==> src/rtl/carry_lookahead_adder_if.sv <==
// Operand/result bundle for the Kogge-Stone adder.
// The master drives the operands; the slave (adder) drives every result.
`timescale 1ns/1ps
interface carry_lookahead_adder_if #(
    parameter int WIDTH = 8
);
    logic             carry_in;
    logic [WIDTH-1:0] a;
    logic [WIDTH-1:0] b;
    logic [WIDTH-1:0] sum;
    logic             carry_out;
    logic [WIDTH-1:0] sum_q;
    logic             carry_q;

    modport master (
        output carry_in, a, b,
        input  sum, carry_out, sum_q, carry_q
    );

    modport slave (
        input  carry_in, a, b,
        output sum, carry_out, sum_q, carry_q
    );
endinterface

==> src/rtl/carry_lookahead_adder.sv <==
// WIDTH-bit Kogge-Stone parallel-prefix adder with combinational result
// and a one-cycle registered copy (async active-low reset on the copy only).
`timescale 1ns/1ps
module carry_lookahead_adder #(
    parameter int WIDTH = 8
) (
    input  logic                    clk,
    input  logic                    rst_n,
    carry_lookahead_adder_if.slave  bus
);
    // Element 0 carries carry_in as a generate at bit position -1;
    // element j (j >= 1) is operand bit j-1.
    localparam int N      = WIDTH + 1;
    localparam int LEVELS = $clog2(N);

    logic [N-1:0]     w_g [0:LEVELS];
    logic [N-1:0]     w_p [0:LEVELS-1];
    logic [WIDTH-1:0] w_sum;
    logic             w_carry_out;
    logic [WIDTH-1:0] r_sum_q;
    logic             r_carry_q;

    assign w_g[0][0] = bus.carry_in;
    assign w_p[0][0] = 1'b0;

    genvar gi, gk;
    generate
        for (gi = 0; gi < WIDTH; gi++) begin : g_bit
            assign w_g[0][gi+1] = bus.a[gi] & bus.b[gi];
            assign w_p[0][gi+1] = bus.a[gi] ^ bus.b[gi];
        end

        // Group propagate is only needed by the levels that still follow.
        for (gk = 0; gk < LEVELS; gk++) begin : g_level
            for (gi = 0; gi < N; gi++) begin : g_node
                if (gi >= (2 ** gk)) begin : g_combine
                    assign w_g[gk+1][gi] = w_g[gk][gi]
                                         | (w_p[gk][gi] & w_g[gk][gi-(2**gk)]);
                    if (gk < LEVELS - 1) begin : g_prop
                        assign w_p[gk+1][gi] = w_p[gk][gi] & w_p[gk][gi-(2**gk)];
                    end
                end else begin : g_pass
                    assign w_g[gk+1][gi] = w_g[gk][gi];
                    if (gk < LEVELS - 1) begin : g_prop
                        assign w_p[gk+1][gi] = w_p[gk][gi];
                    end
                end
            end
        end

        for (gi = 0; gi < WIDTH; gi++) begin : g_sum
            assign w_sum[gi] = w_p[0][gi+1] ^ w_g[LEVELS][gi];
        end
    endgenerate

    assign w_carry_out = w_g[LEVELS][WIDTH];

    always_ff @(posedge clk or negedge rst_n) begin
        if (!rst_n) begin
            r_sum_q   <= '0;
            r_carry_q <= 1'b0;
        end else begin
            r_sum_q   <= w_sum;
            r_carry_q <= w_carry_out;
        end
    end

    assign bus.sum       = w_sum;
    assign bus.carry_out = w_carry_out;
    assign bus.sum_q     = r_sum_q;
    assign bus.carry_q   = r_carry_q;
endmodule

==> src/flat_wrapper.sv <==
// flat-port wrapper written by rule: the top's interface ports become plain ports
module carry_lookahead_adder_flat 
#(
    parameter int WIDTH = 8
)
  (clk, rst_n, bus_carry_in, bus_a, bus_b, bus_sum, bus_carry_out, bus_sum_q, bus_carry_q);
  carry_lookahead_adder_if #(.WIDTH(WIDTH)) bus_i ();
  input  logic clk;
  input  logic rst_n;
  input wire logic [$bits(bus_i.carry_in)-1:0] bus_carry_in;
  input wire logic [$bits(bus_i.a)-1:0] bus_a;
  input wire logic [$bits(bus_i.b)-1:0] bus_b;
  output wire logic [$bits(bus_i.sum)-1:0] bus_sum;
  output wire logic [$bits(bus_i.carry_out)-1:0] bus_carry_out;
  output wire logic [$bits(bus_i.sum_q)-1:0] bus_sum_q;
  output wire logic [$bits(bus_i.carry_q)-1:0] bus_carry_q;
  assign bus_i.carry_in = bus_carry_in;
  assign bus_i.a = bus_a;
  assign bus_i.b = bus_b;
  assign bus_sum = bus_i.sum;
  assign bus_carry_out = bus_i.carry_out;
  assign bus_sum_q = bus_i.sum_q;
  assign bus_carry_q = bus_i.carry_q;
  carry_lookahead_adder #(.WIDTH(WIDTH)) u_core (.clk(clk), .rst_n(rst_n), .bus(bus_i));
endmodule
==> config.mk <==
export PLATFORM = sky130hd
export DESIGN_NAME = carry_lookahead_adder_flat
export DESIGN_NICKNAME = d
export VERILOG_FILES = /design/src/rtl/carry_lookahead_adder_if.sv /design/src/rtl/carry_lookahead_adder.sv /design/src/flat_wrapper.sv
export SDC_FILE = /design/constraint.sdc
export NUM_CORES = 1
export LEC_CHECK = 0
export BUFFER_PORTS_ARGS = -buffer_cell sky130_fd_sc_hd__buf_2
export CAP_MARGIN = 10
export CORE_MARGIN = 2
export CORE_UTILIZATION = 40
export DETAILED_ROUTE_END_ITERATION = 12
export GPL_TIMING_DRIVEN = 0
export HOLD_SLACK_MARGIN = 0.12
export PLACE_DENSITY_LB_ADDON = 0.12
export SYNTH_ARGS = -nofsm -noshare
export SYNTH_HDL_FRONTEND = slang
export SYNTH_SLANG_ARGS = --single-unit
export TNS_END_PERCENT = 5
==> constraint.sdc <==
create_clock -name clk -period 4.7 [get_ports clk]
set_input_delay 0.705 -clock clk [delete_from_list [all_inputs] [get_ports clk]]
set_output_delay 0.705 -clock clk [all_outputs]
set_load 0.01 [all_outputs]
==> reports/summary.txt, run 1 <==
Outcome - complete, no violations
Crit path launch type - input pin
Area share of the largest cell type after synthesis - 0.4157
PD cells - 330.4 nW/µm²
RePlAce Congestion - 0.7145
Finished Layout Cells - 102
Final setup TNS - 0 ps
Fill count - 122
Hold Violations, Final - 0
Inst Count DP - 98
Arrival @ worst endpoint - 2210 ps
DIE AREA - 1665 µm²
Vias in the first global route - 401
First-pass GRT wire length - 1.566 mm
Synth Area per Inst - 11.53 µm²
Final #Nets - 116
Synth area leader - dfrtp_1
Hold Path Class - input pin to async pin
Post-Syn Nets - 75
Setup CP Type - input pin to output pin
VDD IR max - 0.0001179 V
Critical Path Slowest Stage Cell - fa_1
Multi-input gate area - 312.8 µm²
# resized after CTS - 0
Leakage power - 0.0004105 µW
Antenna violations before repair - 0
Detailed Route WL - 1.034 mm
Synthesized area - 541.8 µm²
Clock transition at path regs - 50 ps
CTS H-tree depth - 1
Layout cells sized above 1 - 0.4713
Final instance area - 767.0 µm²
RSZ-0062 raised after global routing - no
Via count - 474
Drt first pass iters - 1
CP most frequent cell - buf_2
Buffer and inverter count on the worst path - 2
Row count - 13
Layout area overhead - 41.57%
Worst hold slack - 291.9 ps
Syn. warnings - 0
Max Clk Rate - 0.3431 GHz
Yosys reg bits - 9
Worst-path fanout max - 2
DR iter-0 viols - 0
Post-Syn Instances - 47
Max clock buf depth - 2
CTS tree - yes
Synth area leaders - dfrtp_1 (42%), ha_1 (18%), xnor2_1 (9.7%)
GRT Util Overall - 0.1450
Die width - 40.80 µm
Synth cell types - 17
DRC Markers - 0
Port bufs - 36
Largest net degree at the start of global routing - 10
Delay-heaviest family, CP - compound AO/OA/AOI/OAI gates
Core Area - 1285 µm²
Root buf cell - clkbuf_4
CTS Buf Count - 3
Initial core utilization - 0.4216
ANT nets after route - 0
Vias per cell - 4.647
Slew headroom - 0.8172
Total grt overflow - 0
Critical path cell sequence - buf_2, fa_1, a21o_1, o2bb2ai_2, o41ai_2, xnor2_1, buf_2
Die Ht - 40.80 µm
CP Data Required Time - 3990 ps
Fin crit share - 0.6201
Critical Path Sink Type - output pin
Sequential element share of the synthesized area - 0.4157
# Max-Cap Violations - 0
Num Clock Sinks - 9
Diodes inserted - 0
Ports - 37
Final Max Tran Viols - 0
Dpl cell area - 740.7 µm²
Worst Tran Pin Value - 271.3 ps
Worst stage delay on the critical path - 460 ps
Reg area - 225.2 µm²
CTS Hold Bufs - 0
Final Setup Violations - 0
Setup Fix Bufs, Post-CTS - 0
Routed WL per cell - 10.14 µm
Min Clock Period, post-route - 2914 ps
-- area by class of cell --
| class | instances | area share |
|---|---|---|
| multi-input combinational | 37 | 0.4078 |
| timing repair buffer | 36 | 0.2349 |
| clock buffer | 4 | 0.03426 |
| tap | 15 | 0.02447 |
| sequential | 9 | 0.2936 |
| inverter | 1 | 0.004894 |
-- final timing paths --
check	slack, ps	to	from	cells after the start
worst max-delay path	1790	bus_sum[7]	bus_b[0]	7
worst min-delay path	290	u_core.bus.carry_q$_DFF_PN0_	rst_n	1
min in group clk	780	u_core.bus.sum_q[0]$_DFF_PN0_	bus_carry_in	2
max in group asynchronous	4240	u_core.bus.sum_q[2]$_DFF_PN0_	rst_n	1
-- metal layers --
layer / wire length [µm] / track usage
met3: 74 / 0.03261
met2: 526 / 0.2383
met1: 422 / 0.1639
met5: 0 / 0
met4: 10 / 0.1000
-- cell usage after synthesis, drive strengths merged --
cell     count
o2bb2ai      1
and3         1
o31a         1
inv          1
o41ai        1
nand2        3
nor3         1
fa           1
a21o         2
nor2         3
xnor2        6
xor2         1
o21a         1
dfrtp        9
ha           8
o21ai        2
a21oi        5
-- kinds of logic (layout without fill, tap and decap cells) --
logic type / Yosys count / in the layout / synth area share
compound gates: 13 / 13 / 0.1801
xor+xnor: 7 / 7 / 0.1132
fa+ha+maj: 9 / 9 / 0.2217
buf+inv: 1 / 41 / 0.006922
flops: 9 / 9 / 0.4157
simple gates: 8 / 8 / 0.06235
-- flip-flops by register name, summed over array words and instances (netlist names) --
name,flops
u_core.bus.sum_q,8
u_core.bus.carry_q,1
-- placed cells by master (no fill, tap or decap), drive strengths merged --
| master | n |
|---|---|
| buf | 36 |
| dfrtp | 9 |
| ha | 8 |
| xnor2 | 6 |
| a21oi | 5 |
| clkbuf | 4 |
| nand2 | 3 |
| nor2 | 3 |
| a21o | 2 |
| o21ai | 2 |
| o21a | 1 |
| o31a | 1 |
| xor2 | 1 |
| inv | 1 |
| and3 | 1 |
| o2bb2ai | 1 |
| nor3 | 1 |
| o41ai | 1 |
| fa | 1 |
-- power breakdown --
group / internal (µW) / switching, µW
registers: 92.7 / 2.87
clock network: 32.4 / 21.9
logic: 47.5 / 56.1
-- per-stage QoR --
stage                 util  power, µW  worst slack (ps)
floorplan                -      157.3              2086
global placement    0.5764      200.6              1777
detailed placement  0.5764      202.2              1765
CTS                 0.5969      257.9              1764
global route        0.5969      273.6              1700
finish              0.5969      253.4              1786
Note: power is estimated with default switching activity, not from simulation.
==> run 2: changes to the inputs <==
--- a/config.mk
+++ b/config.mk
@@ -5,6 +5,7 @@
 export SDC_FILE = /design/constraint.sdc
 export NUM_CORES = 1
 export LEC_CHECK = 0
+export ABC_AREA = 1
 export BUFFER_PORTS_ARGS = -buffer_cell sky130_fd_sc_hd__buf_2
 export CAP_MARGIN = 10
 export CORE_MARGIN = 2
==> constraint.sdc (replaced) <==
create_clock -name clk -period 2.7 [get_ports clk]
set_input_delay 0.405 -clock clk [delete_from_list [all_inputs] [get_ports clk]]
set_output_delay 0.405 -clock clk [all_outputs]
set_load 0.01 [all_outputs]
==> run 2 against run 1 <==
Non-clock buffer count is 1 higher. Critical path type unchanged. Routed wire length is 21% higher. Global-route usage down 0.99 points. First-iteration DRC count rose by 8. Largest power group unchanged. Sequential cell count did not move. Area after synthesis grew 21%. Via count is 41% higher.
==> reports/summary.txt, run 2 <==
Max reg flops - 8
Psw - 147.5 µW
Setup WS post-layout - 708.7 ps
HP Start - bus_carry_in
Layout area overhead - 36.07%
Antenna violations before repair - 0
# resized after CTS - 0
Total grt overflow - 0
Leading cell type in the layout, fill and taps excluded - buf_2
CTS Buf Count - 3
Hold Path Class - input pin to flip-flop
Placement Setup Slack - 697.4 ps
Max Clk Rate - 0.5022 GHz
Worst-path fanout max - 3
Post-synthesis async set-or-reset flop share - 1.000
Outcome - complete, no violations
Diodes inserted - 0
DIE AREA - 1979 µm²
PD cells - 495.3 nW/µm²
Layout cells sized above 1 - 0.3386
Critical Path Sink Type - output pin
CTS tree - yes
Max clock buf depth - 2
Final Max Tran Viols - 0
Final setup TNS - 0 ps
Vias in the first global route - 519
CTS H-tree depth - 1
Via count - 666
Synth Area per Inst - 7.624 µm²
Count leader, synth - nand2_1
Leakage power - 0.0005415 µW
Comb pwr share - 0.420
Clock transition at path regs - 50 ps
Die width - 44.49 µm
Post-Syn Instances - 86
Crit path launch type - input pin
Worst Tran Pin Value - 222.7 ps
Yosys reg bits - 9
Drt first pass iters - 4
GRT Util Overall - 0.1351
Synth area leaders - dfrtp_1 (34%), nand2_1 (18%), ha_1 (15%)
DR iter-0 viols - 8
Num Clock Sinks - 9
Arrival @ worst endpoint - 1590 ps
Routed WL per cell - 8.783 µm
Area share of the largest cell type after synthesis - 0.3435
VDD IR max - 0.0001631 V
Final Setup Violations - 0
Die Ht - 44.49 µm
Syn. warnings - 0
Commonest cells in the netlist - nand2_1 (32), inv_1 (12), dfrtp_1 (9)
Setup CP Type - input pin to output pin
Initial core utilization - 0.4302
Core Area - 1524 µm²
# Max-Cap Violations - 0
Fill count - 153
DRC Markers - 0
Crit path from - bus_b[0]
Port bufs - 36
Sw frac - 0.3338
Top FF cell, synth - dfrtp_1
Largest net degree at the start of global routing - 10
Post-synth EDFFs - 0
Min Clock Period, post-route - 1991 ps
Synth cell types - 17
Post-DP HPWL - 1.150 mm
Slew headroom - 0.8505
Synth area leader - dfrtp_1
Fin crit share - 0.7375
Post-Syn Nets - 114
Hold Violations, Final - 0
Leading cell types in the layout, fill and taps excluded - buf_2 (36), nand2_1 (32), inv_1 (12), dfrtp_1 (9), ha_1 (8)
Row count - 14
Cell Int Power - 294.4 µW
Clock power frac - 0.212
RePlAce Congestion - 0.7880
Root buf cell - clkbuf_4
Util after Layout - 0.5854
Detailed Route WL - 1.256 mm
Ports - 37
Seq pwr share - 0.368
Vias per cell - 4.657
CP Data Required Time - 2300 ps
Synthesized area - 655.6 µm²
ANT nets after route - 0
RSZ-0062 raised after global routing - no
First-pass GRT wire length - 1.959 mm
Final #Nets - 156
Sequential element share of the synthesized area - 0.3435
run 2: final timing paths:
path | end | slack [ps] | depth (start not counted)
max | bus_sum[5] | 710 | 9
min | u_core.bus.sum_q[0]$_DFF_PN0_ | 470 | 2
max in group asynchronous | u_core.bus.sum_q[7]$_DFF_PN0_ | 2010 | 2
min in group asynchronous | u_core.bus.sum_q[0]$_DFF_PN0_ | 530 | 2
run 2: layer usage:
metal | GRT usage | wire (µm) | vias to the layer above
li1 | - | - | 351
met1 | 0.1567 | 552 | 296
met2 | 0.2319 | 619 | 17
met3 | 0.01224 | 63 | 2
met4 | 0.09091 | 21 | 0
met5 | 0 | 0 | -
run 2: area by class of cell:
cell class	instances	area [µm²]	share of cell area
Multi-Input combinational cell	65	385.4	0.4320
Tap cell	16	20.02	0.02244
Clock buffer	4	26.28	0.02945
Sequential cell	9	225.2	0.2525
Timing Repair Buffer	37	190.2	0.2132
Inverter	12	45.04	0.05049
run 2: cells by family (layout without fill, tap and decap cells):
kind of cell	Yosys count	after routing	share of synthesized area
flip-flops	9	9	0.3435
buffers and inverters	12	53	0.06870
adder cells (fa/ha/maj)	9	9	0.1832
XOR/XNOR	3	3	0.04008
AO/OA/AOI/OAI	4	4	0.03435
AND/OR/NAND/NOR	49	49	0.3302
run 2: timing repair:
action,in CTS,in global routing
hold buffers,1,0
setup buffers,0,0
endpoints found under the hold margin,9,0
endpoints found under the setup margin,0,0
run 2: stage by stage:
step	area, µm²	hold WS, ps	total power (µW)	instances
floorplan	655.6	109.4	276.6	86
global placement	855.8	255.7	348.8	138
detailed placement	855.8	255.2	353.1	138
CTS	892.1	468.7	448.8	143
global route	892.1	479.1	476.7	143
finish	892.1	469.0	441.9	143
run 2: power groups by stage:
stage / combinational [µW] / clock [µW] / sequential, µW
after floorplan: 96.3 / 0 / 180
after global placement: 184 / 0 / 164
after detailed placement: 188 / 0 / 165
after CTS: 189 / 96.7 / 163
after global routing: 209 / 102 / 165
final: 186 / 93.7 / 163
run 2: critical path, stage by stage:
cell and delay (ps):
buf_2 120, fa_1 450, nand2_1 80, nand2_1 80, nand3b_1 110, nand2_1 50
nand2_1 50, nand2_1 80, buf_2 150
